--- src/rtl/serial_add_scheduler.sv ---
// serial_add_scheduler
// -----------------------------------------------------------------------------
// Shares one bit-serial adder among NREQ requesters. A round-robin arbiter
// picks one active requester in IDLE. The winner gets a one-cycle grant in
// LOAD, and its operands are captured on the edge that ends LOAD. RUN then
// adds them LSB first over WIDTH cycles. DONE publishes the result for one
// cycle. Operation period is WIDTH+3 cycles.
//
// Optional feature (compile-time macro SERIAL_ADD_SUB_EN):
//   adds port sub_bus. If the winner's sub bit is set at capture, the adder
//   computes A-B by inverting B and starting with carry-in 1. In that case
//   cout = 1 means no borrow occurred.
//
// Ports:
//   clk        - clock, rising edge
//   reset      - asynchronous reset, active low
//   req        - per-requester request (bit i = requester i)
//   a_bus      - packed A operands, slice [i*WIDTH +: WIDTH] for requester i
//   b_bus      - packed B operands, same slicing
//   sub_bus    - (SERIAL_ADD_SUB_EN only) per-requester subtract select
//   gnt        - one-hot grant, high for the single LOAD cycle
//   busy       - high in LOAD, RUN and DONE
//   res        - sum of the last completed operation
//   cout       - final carry of the last completed operation
//   res_id     - requester that owns res
//   res_valid  - one-cycle pulse while in DONE
// -----------------------------------------------------------------------------
module serial_add_scheduler #(
    parameter int WIDTH = 16,
    parameter int NREQ  = 4,
    localparam int IDW  = (NREQ > 1) ? $clog2(NREQ) : 1
) (
    input  logic                    clk,
    input  logic                    reset,
    input  logic [NREQ-1:0]         req,
    input  logic [NREQ*WIDTH-1:0]   a_bus,
    input  logic [NREQ*WIDTH-1:0]   b_bus,
`ifdef SERIAL_ADD_SUB_EN
    input  logic [NREQ-1:0]         sub_bus,
`endif
    output logic [NREQ-1:0]         gnt,
    output logic                    busy,
    output logic [WIDTH-1:0]        res,
    output logic                    cout,
    output logic [IDW-1:0]          res_id,
    output logic                    res_valid
);

    localparam int CW = (WIDTH > 1) ? $clog2(WIDTH) : 1;

    typedef enum logic [1:0] {
        IDLE = 2'd0,
        LOAD = 2'd1,
        RUN  = 2'd2,
        DONE = 2'd3
    } state_t;

    state_t             state_reg, state_next;
    logic [IDW-1:0]     ptr_reg;      // highest-priority requester
    logic [IDW-1:0]     win_reg;      // requester owning the current operation
    logic [WIDTH-1:0]   a_sh_reg;
    logic [WIDTH-1:0]   b_sh_reg;
    logic [WIDTH-1:0]   sum_reg;
    logic               carry_reg;
    logic [CW-1:0]      cnt_reg;
    logic [WIDTH-1:0]   res_reg;
    logic               cout_reg;
    logic [IDW-1:0]     res_id_reg;

    // Unpacked views of the operand buses.
    logic [WIDTH-1:0]   a_arr [NREQ];
    logic [WIDTH-1:0]   b_arr [NREQ];

    genvar gi;
    generate
        for (gi = 0; gi < NREQ; gi++) begin : g_slice
            assign a_arr[gi] = a_bus[gi*WIDTH +: WIDTH];
            assign b_arr[gi] = b_bus[gi*WIDTH +: WIDTH];
        end
    endgenerate

    // Gate the grant bits by state. That keeps gnt at 0 during reset without
    // waiting for a clock edge.
    generate
        for (gi = 0; gi < NREQ; gi++) begin : g_gnt
            assign gnt[gi] = (state_reg == LOAD) && (win_reg == IDW'(gi));
        end
    endgenerate

    // Subtract select of the winner, sampled at capture only.
    logic sub_sel;
`ifdef SERIAL_ADD_SUB_EN
    assign sub_sel = sub_bus[win_reg];
`else
    assign sub_sel = 1'b0;
`endif

    // Round-robin pick. Scan from the pointer upward, wrapping at NREQ.
    logic [IDW-1:0] win_idx;
    logic           win_found;
    logic [IDW-1:0] ptr_next;

    always_comb begin
        logic [IDW-1:0] cand;
        win_idx   = '0;
        win_found = 1'b0;
        cand      = '0;
        for (int off = 0; off < NREQ; off++) begin
            cand = IDW'((int'(ptr_reg) + off) % NREQ);
            if (!win_found && req[cand]) begin
                win_found = 1'b1;
                win_idx   = cand;
            end
        end
        ptr_next = (win_idx == IDW'(NREQ - 1)) ? '0 : win_idx + IDW'(1);
    end

    // One full-adder slice on the current LSBs.
    logic             bit_sum;
    logic             bit_carry;
    logic [WIDTH:0]   sum_cat;
    logic [WIDTH-1:0] sum_shift;
    logic             last_bit;

    assign bit_sum   = a_sh_reg[0] ^ b_sh_reg[0] ^ carry_reg;
    assign bit_carry = (a_sh_reg[0] & b_sh_reg[0]) |
                       (a_sh_reg[0] & carry_reg)   |
                       (b_sh_reg[0] & carry_reg);
    // The new bit enters at the MSB. After WIDTH shifts, bit 0 has reached
    // position 0.
    assign sum_cat   = {bit_sum, sum_reg};
    assign sum_shift = sum_cat[WIDTH:1];
    assign last_bit  = (cnt_reg == CW'(WIDTH - 1));

    // FSM state register.
    always_ff @(posedge clk or negedge reset) begin
        if (!reset) begin
            state_reg <= IDLE;
        end else begin
            state_reg <= state_next;
        end
    end

    // FSM next-state logic.
    always_comb begin
        state_next = state_reg;
        case (state_reg)
            IDLE: if (win_found) state_next = LOAD;
            LOAD: state_next = RUN;
            RUN:  if (last_bit) state_next = DONE;
            DONE: state_next = IDLE;
            default: state_next = IDLE;
        endcase
    end

    // Arbitration and datapath.
    always_ff @(posedge clk or negedge reset) begin
        if (!reset) begin
            ptr_reg    <= '0;
            win_reg    <= '0;
            a_sh_reg   <= '0;
            b_sh_reg   <= '0;
            sum_reg    <= '0;
            carry_reg  <= 1'b0;
            cnt_reg    <= '0;
            res_reg    <= '0;
            cout_reg   <= 1'b0;
            res_id_reg <= '0;
        end else begin
            case (state_reg)
                IDLE: begin
                    if (win_found) begin
                        win_reg <= win_idx;
                        ptr_reg <= ptr_next;
                    end
                end
                LOAD: begin
                    a_sh_reg  <= a_arr[win_reg];
                    b_sh_reg  <= b_arr[win_reg] ^ {WIDTH{sub_sel}};
                    carry_reg <= sub_sel;
                    cnt_reg   <= '0;
                    sum_reg   <= '0;
                end
                RUN: begin
                    a_sh_reg  <= a_sh_reg >> 1;
                    b_sh_reg  <= b_sh_reg >> 1;
                    sum_reg   <= sum_shift;
                    carry_reg <= bit_carry;
                    cnt_reg   <= cnt_reg + CW'(1);
                    // Publish on the edge that enters DONE.
                    if (last_bit) begin
                        res_reg    <= sum_shift;
                        cout_reg   <= bit_carry;
                        res_id_reg <= win_reg;
                    end
                end
                default: ;
            endcase
        end
    end

    assign busy      = (state_reg != IDLE);
    assign res_valid = (state_reg == DONE);
    assign res       = res_reg;
    assign cout      = cout_reg;
    assign res_id    = res_id_reg;

endmodule

--- config.mk ---
export PLATFORM = sky130hd
export DESIGN_NAME = serial_add_scheduler
export DESIGN_NICKNAME = d
export VERILOG_FILES = /design/src/rtl/serial_add_scheduler.sv
export SDC_FILE = /design/constraint.sdc
export NUM_CORES = 1
export LEC_CHECK = 0
export CORE_ASPECT_RATIO = 1.1
export CORE_MARGIN = 2
export CORE_UTILIZATION = 45
export DETAILED_ROUTE_END_ITERATION = 8
export HOLD_SLACK_MARGIN = 0.15
export MAX_ROUTING_LAYER = met4
export PLACE_DENSITY = 0.81
export SETUP_SLACK_MARGIN = 0.15
export SYNTH_ARGS = -nofsm -noshare
export SYNTH_HDL_FRONTEND = slang
export SYNTH_SLANG_ARGS = --single-unit
--- constraint.sdc ---
create_clock -name clk -period 1.84 [get_ports clk]
set_input_delay 0.368 -clock clk [delete_from_list [all_inputs] [get_ports clk]]
set_output_delay 0.368 -clock clk [all_outputs]
set_load 0.01 [all_outputs]
==> results.py <==
metrics = {
    "outcome": {
        "status": "finished clean",
    },
    "layout": {
        "final_util": 0.696,
        "area_delta_synth_final_pct": 48.8,
        "layout-drive-gt1-share": 0.156,
        "finish.instance_area_mm2": 0.00621,
        "nets": 712,
        "antennaDiodeCount": 0,
    },
    "worst_hold_path": {
        "hp-class": "reg -> reg",
    },
    "power": {
        "p_leak_nw": 2.53,
        "p_per_area_mw_per_mm2": 1370,
        "ir_worst_vdd_mv": 0.808,
    },
    "synth": {
        "ys.flop_type": "dfrtp_1",
        "yosys_warnings": 0,
        "synth_nets": 550,
        "synth_seq_cells": 77,
        "yosys.area_share.simple": 0.150,
        "synthDistinctLibCells": 36,
        "synth_top_area_share": 0.462,
        "yosysTopAreaCell": "dfrtp_1",
        "syn_inst": 409,
        "avgSynthCellArea_um2": 10.2,
        "synth_fa_ha_area_frac": 0.0228,
        "synth-edff-count": 0,
        "async_flop_share": 1.00,
        "synth_mux_area_frac": 0.186,
        "synth_top_family_by_area": "multiplexers",
        "synth_area_leaders": "dfrtp_1, mux4_2, nand2_1, a31oi_1, o21ai_0",
        "syn_area_mm2": 0.00417,
        "synth-xor-area-share": 0.00210,
        "ys_seq_area_frac": 0.462,
        "synth-compound-area-share": 0.114,
    },
    "timing": {
        "whs_ns": 0.480,
        "fin_crit_sh": 0.900,
        "tns_ns": 0,
        "finalHoldViolCount": 0,
        "finalSetupViolCount": 0,
        "fmax_mhz": 604,
        "slew_violations": 0,
        "finClkSkew_ns": 0.00757,
        "worst_pin_slew_ns": 0.460,
        "relSlewSlack": 0.693,
        "fin_crit_ns": 1.66,
        "rsz0062_at_grt": "true",
    },
    "run": {
        "maxCapViolations": 0,
    },
    "floorplanning": {
        "die-area_mm2": 0.0101,
        "start_util": 0.468,
        "ios": 159,
        "dieHeight_um": 105,
        "row_count": 36,
        "core_area_mm2": 0.00892,
        "die_w_um": 95.8,
    },
    "place": {
        "dp_hpwl_um": 7760,
        "routabilityCongestion": 0.785,
        "portBuffers": 158,
        "post_dp_cell_area_mm2": 0.00592,
    },
    "global_route": {
        "grt_pass1_vias": 3623,
        "grt_pass1_wl_um": 16700,
        "antenna_found_initial": 0,
        "grt_max_degree": 44,
        "gr-total-overflow": 0,
        "grt_use_total": 0.216,
    },
    "drt": {
        "ant_nets": 0,
        "wl_um": 10200,
        "drt-initial-drc-count": 141,
        "wl_per_cell_um": 14.8,
        "drcViolationCount": 0,
        "viasPerCell": 5.26,
        "dr.pass1.iters": 4,
        "via_count": 3626,
    },
    "setup_path": {
        "end_kind": "output port",
        "crit_type": "reg -> out",
        "critical_path_required_ns": 1.47,
        "arrival_ns": 1.29,
        "start_kind": "flop",
        "cp_max_fo": 4,
    },
    "clock_tree": {
        "clkSlewWorstSetupHoldPaths_ns": 0.08,
        "clock_latency_ns": 0.34,
        "cts_root_buf": "clkbuf_8",
        "cts_buffer_depth": 2,
        "cts_num_sinks": 77,
        "h-tree-depth": 3,
        "cts_tree": "built",
        "cts_buffers": 9,
    },
}
per-stage QoR:
stage	total power, mW	cells	setup WS (ns)
after floorplan	5.70	409	0.255
after global placement	6.86	665	0.0187
after detailed placement	7.03	665	-0.0242
after CTS	8.36	686	0.116
after global routing	9.20	690	0.127
final	8.48	690	0.183
cell families after synthesis:
family	after synthesis
buffers and inverters	57
DFF	77
muxes	37
and+or+nand+nor	149
AOI/OAI and AO/OA	81
adders and majority gates	7
xor gates and xnor gates	1
report_power, final:
| group | switching [mW] | internal (mW) |
|---|---|---|
| clock network | 0.609 | 0.624 |
| logic | 2.35 | 2.37 |
| registers | 0.314 | 2.21 |
| total | 3.28 | 5.21 |
layer usage:
layer | vias to the layer above | track usage | wire [µm]
met5 | - | - | 0
met4 | 0 | 0.0510 | 134
met3 | 13 | 0.0360 | 542
met2 | 134 | 0.367 | 5460
met1 | 1724 | 0.268 | 4080
li1 | 1755 | - | -
critical path, stage by stage, from the launching register on:
cell and delay [ns]:
dfrtp_2 0.46, ha_4 0.18, and3b_1 0.17, buf_2 0.13
synth_stat cells (all sizes together) (2+ instances only):
| library cell | count |
|---|---|
| clkbuf | 18 |
| nor3b | 2 |
| nand3b | 2 |
| ha | 6 |
| nand2 | 84 |
| inv | 25 |
| buf | 13 |
| a31oi | 30 |
| dfrtp | 77 |
| nand3 | 18 |
| nor2b | 2 |
| a31o | 2 |
| nand2b | 4 |
| mux4 | 32 |
| mux2i | 2 |
| nor2 | 32 |
| a21oi | 5 |
| mux2 | 3 |
| o21ai | 39 |
placed cells by master (no fill, tap or decap), types with 3 or more instances in the layout:
cell | Yosys | routed
a31oi_1 | 30 | 30
nand2_1 | 84 | 84
buf_12 | 2 | 5
nor2_1 | 32 | 32
o21ai_1 | 6 | 6
clkdlybuf4s50_1 | 0 | 151
nand3_1 | 18 | 18
buf_2 | 8 | 6
buf_4 | 0 | 16
nand2b_1 | 4 | 4
ha_4 | 0 | 4
dfrtp_1 | 77 | 75
a21oi_1 | 5 | 5
inv_1 | 25 | 23
mux2_2 | 3 | 3
clkbuf_8 | 0 | 10
mux4_2 | 32 | 32
o21ai_0 | 33 | 33
path summary, 6_finish.rpt:
path	from	endpoint	slack (ns)	depth (start not counted)
hold / removal	res[10]$_DFFE_PN0P_	res[10]$_DFFE_PN0P_	0.48	2
setup / recovery	state_reg[0]$_DFFE_PN0P_	gnt[2]	0.18	3
max in group asynchronous	reset	a_sh_reg[4]$_DFFE_PN0P_	0.74	3
setup reg to reg	win_reg[0]$_DFFE_PN0P_	a_sh_reg[15]$_DFFE_PN0P_	0.23	3
hold reg to reg	res[10]$_DFFE_PN0P_	res[10]$_DFFE_PN0P_	0.48	2
min in group asynchronous	reset	res[1]$_DFFE_PN0P_	0.52	2
timing repair:
item | 4_1_cts | 5_1_grt
hold endpoints to repair | 34 | 0
pin swaps | 1 | 1
buffers inserted | 4 | 4
hold buffers | 1 | 0
setup endpoints to repair | 7 | 63
gates resized for setup | 30 | 6
final cells by class:
cell class | count | area [µm²]
fill | 684 | 2710
multi-input combinational | 275 | 2030
sequential | 77 | 1930
timing repair buffer | 182 | 1810
tap | 114 | 143
clock buffer | 10 | 128
inverter | 26 | 100
clock inverter | 6 | 63.8
Note: power is estimated with default switching activity, not from simulation.
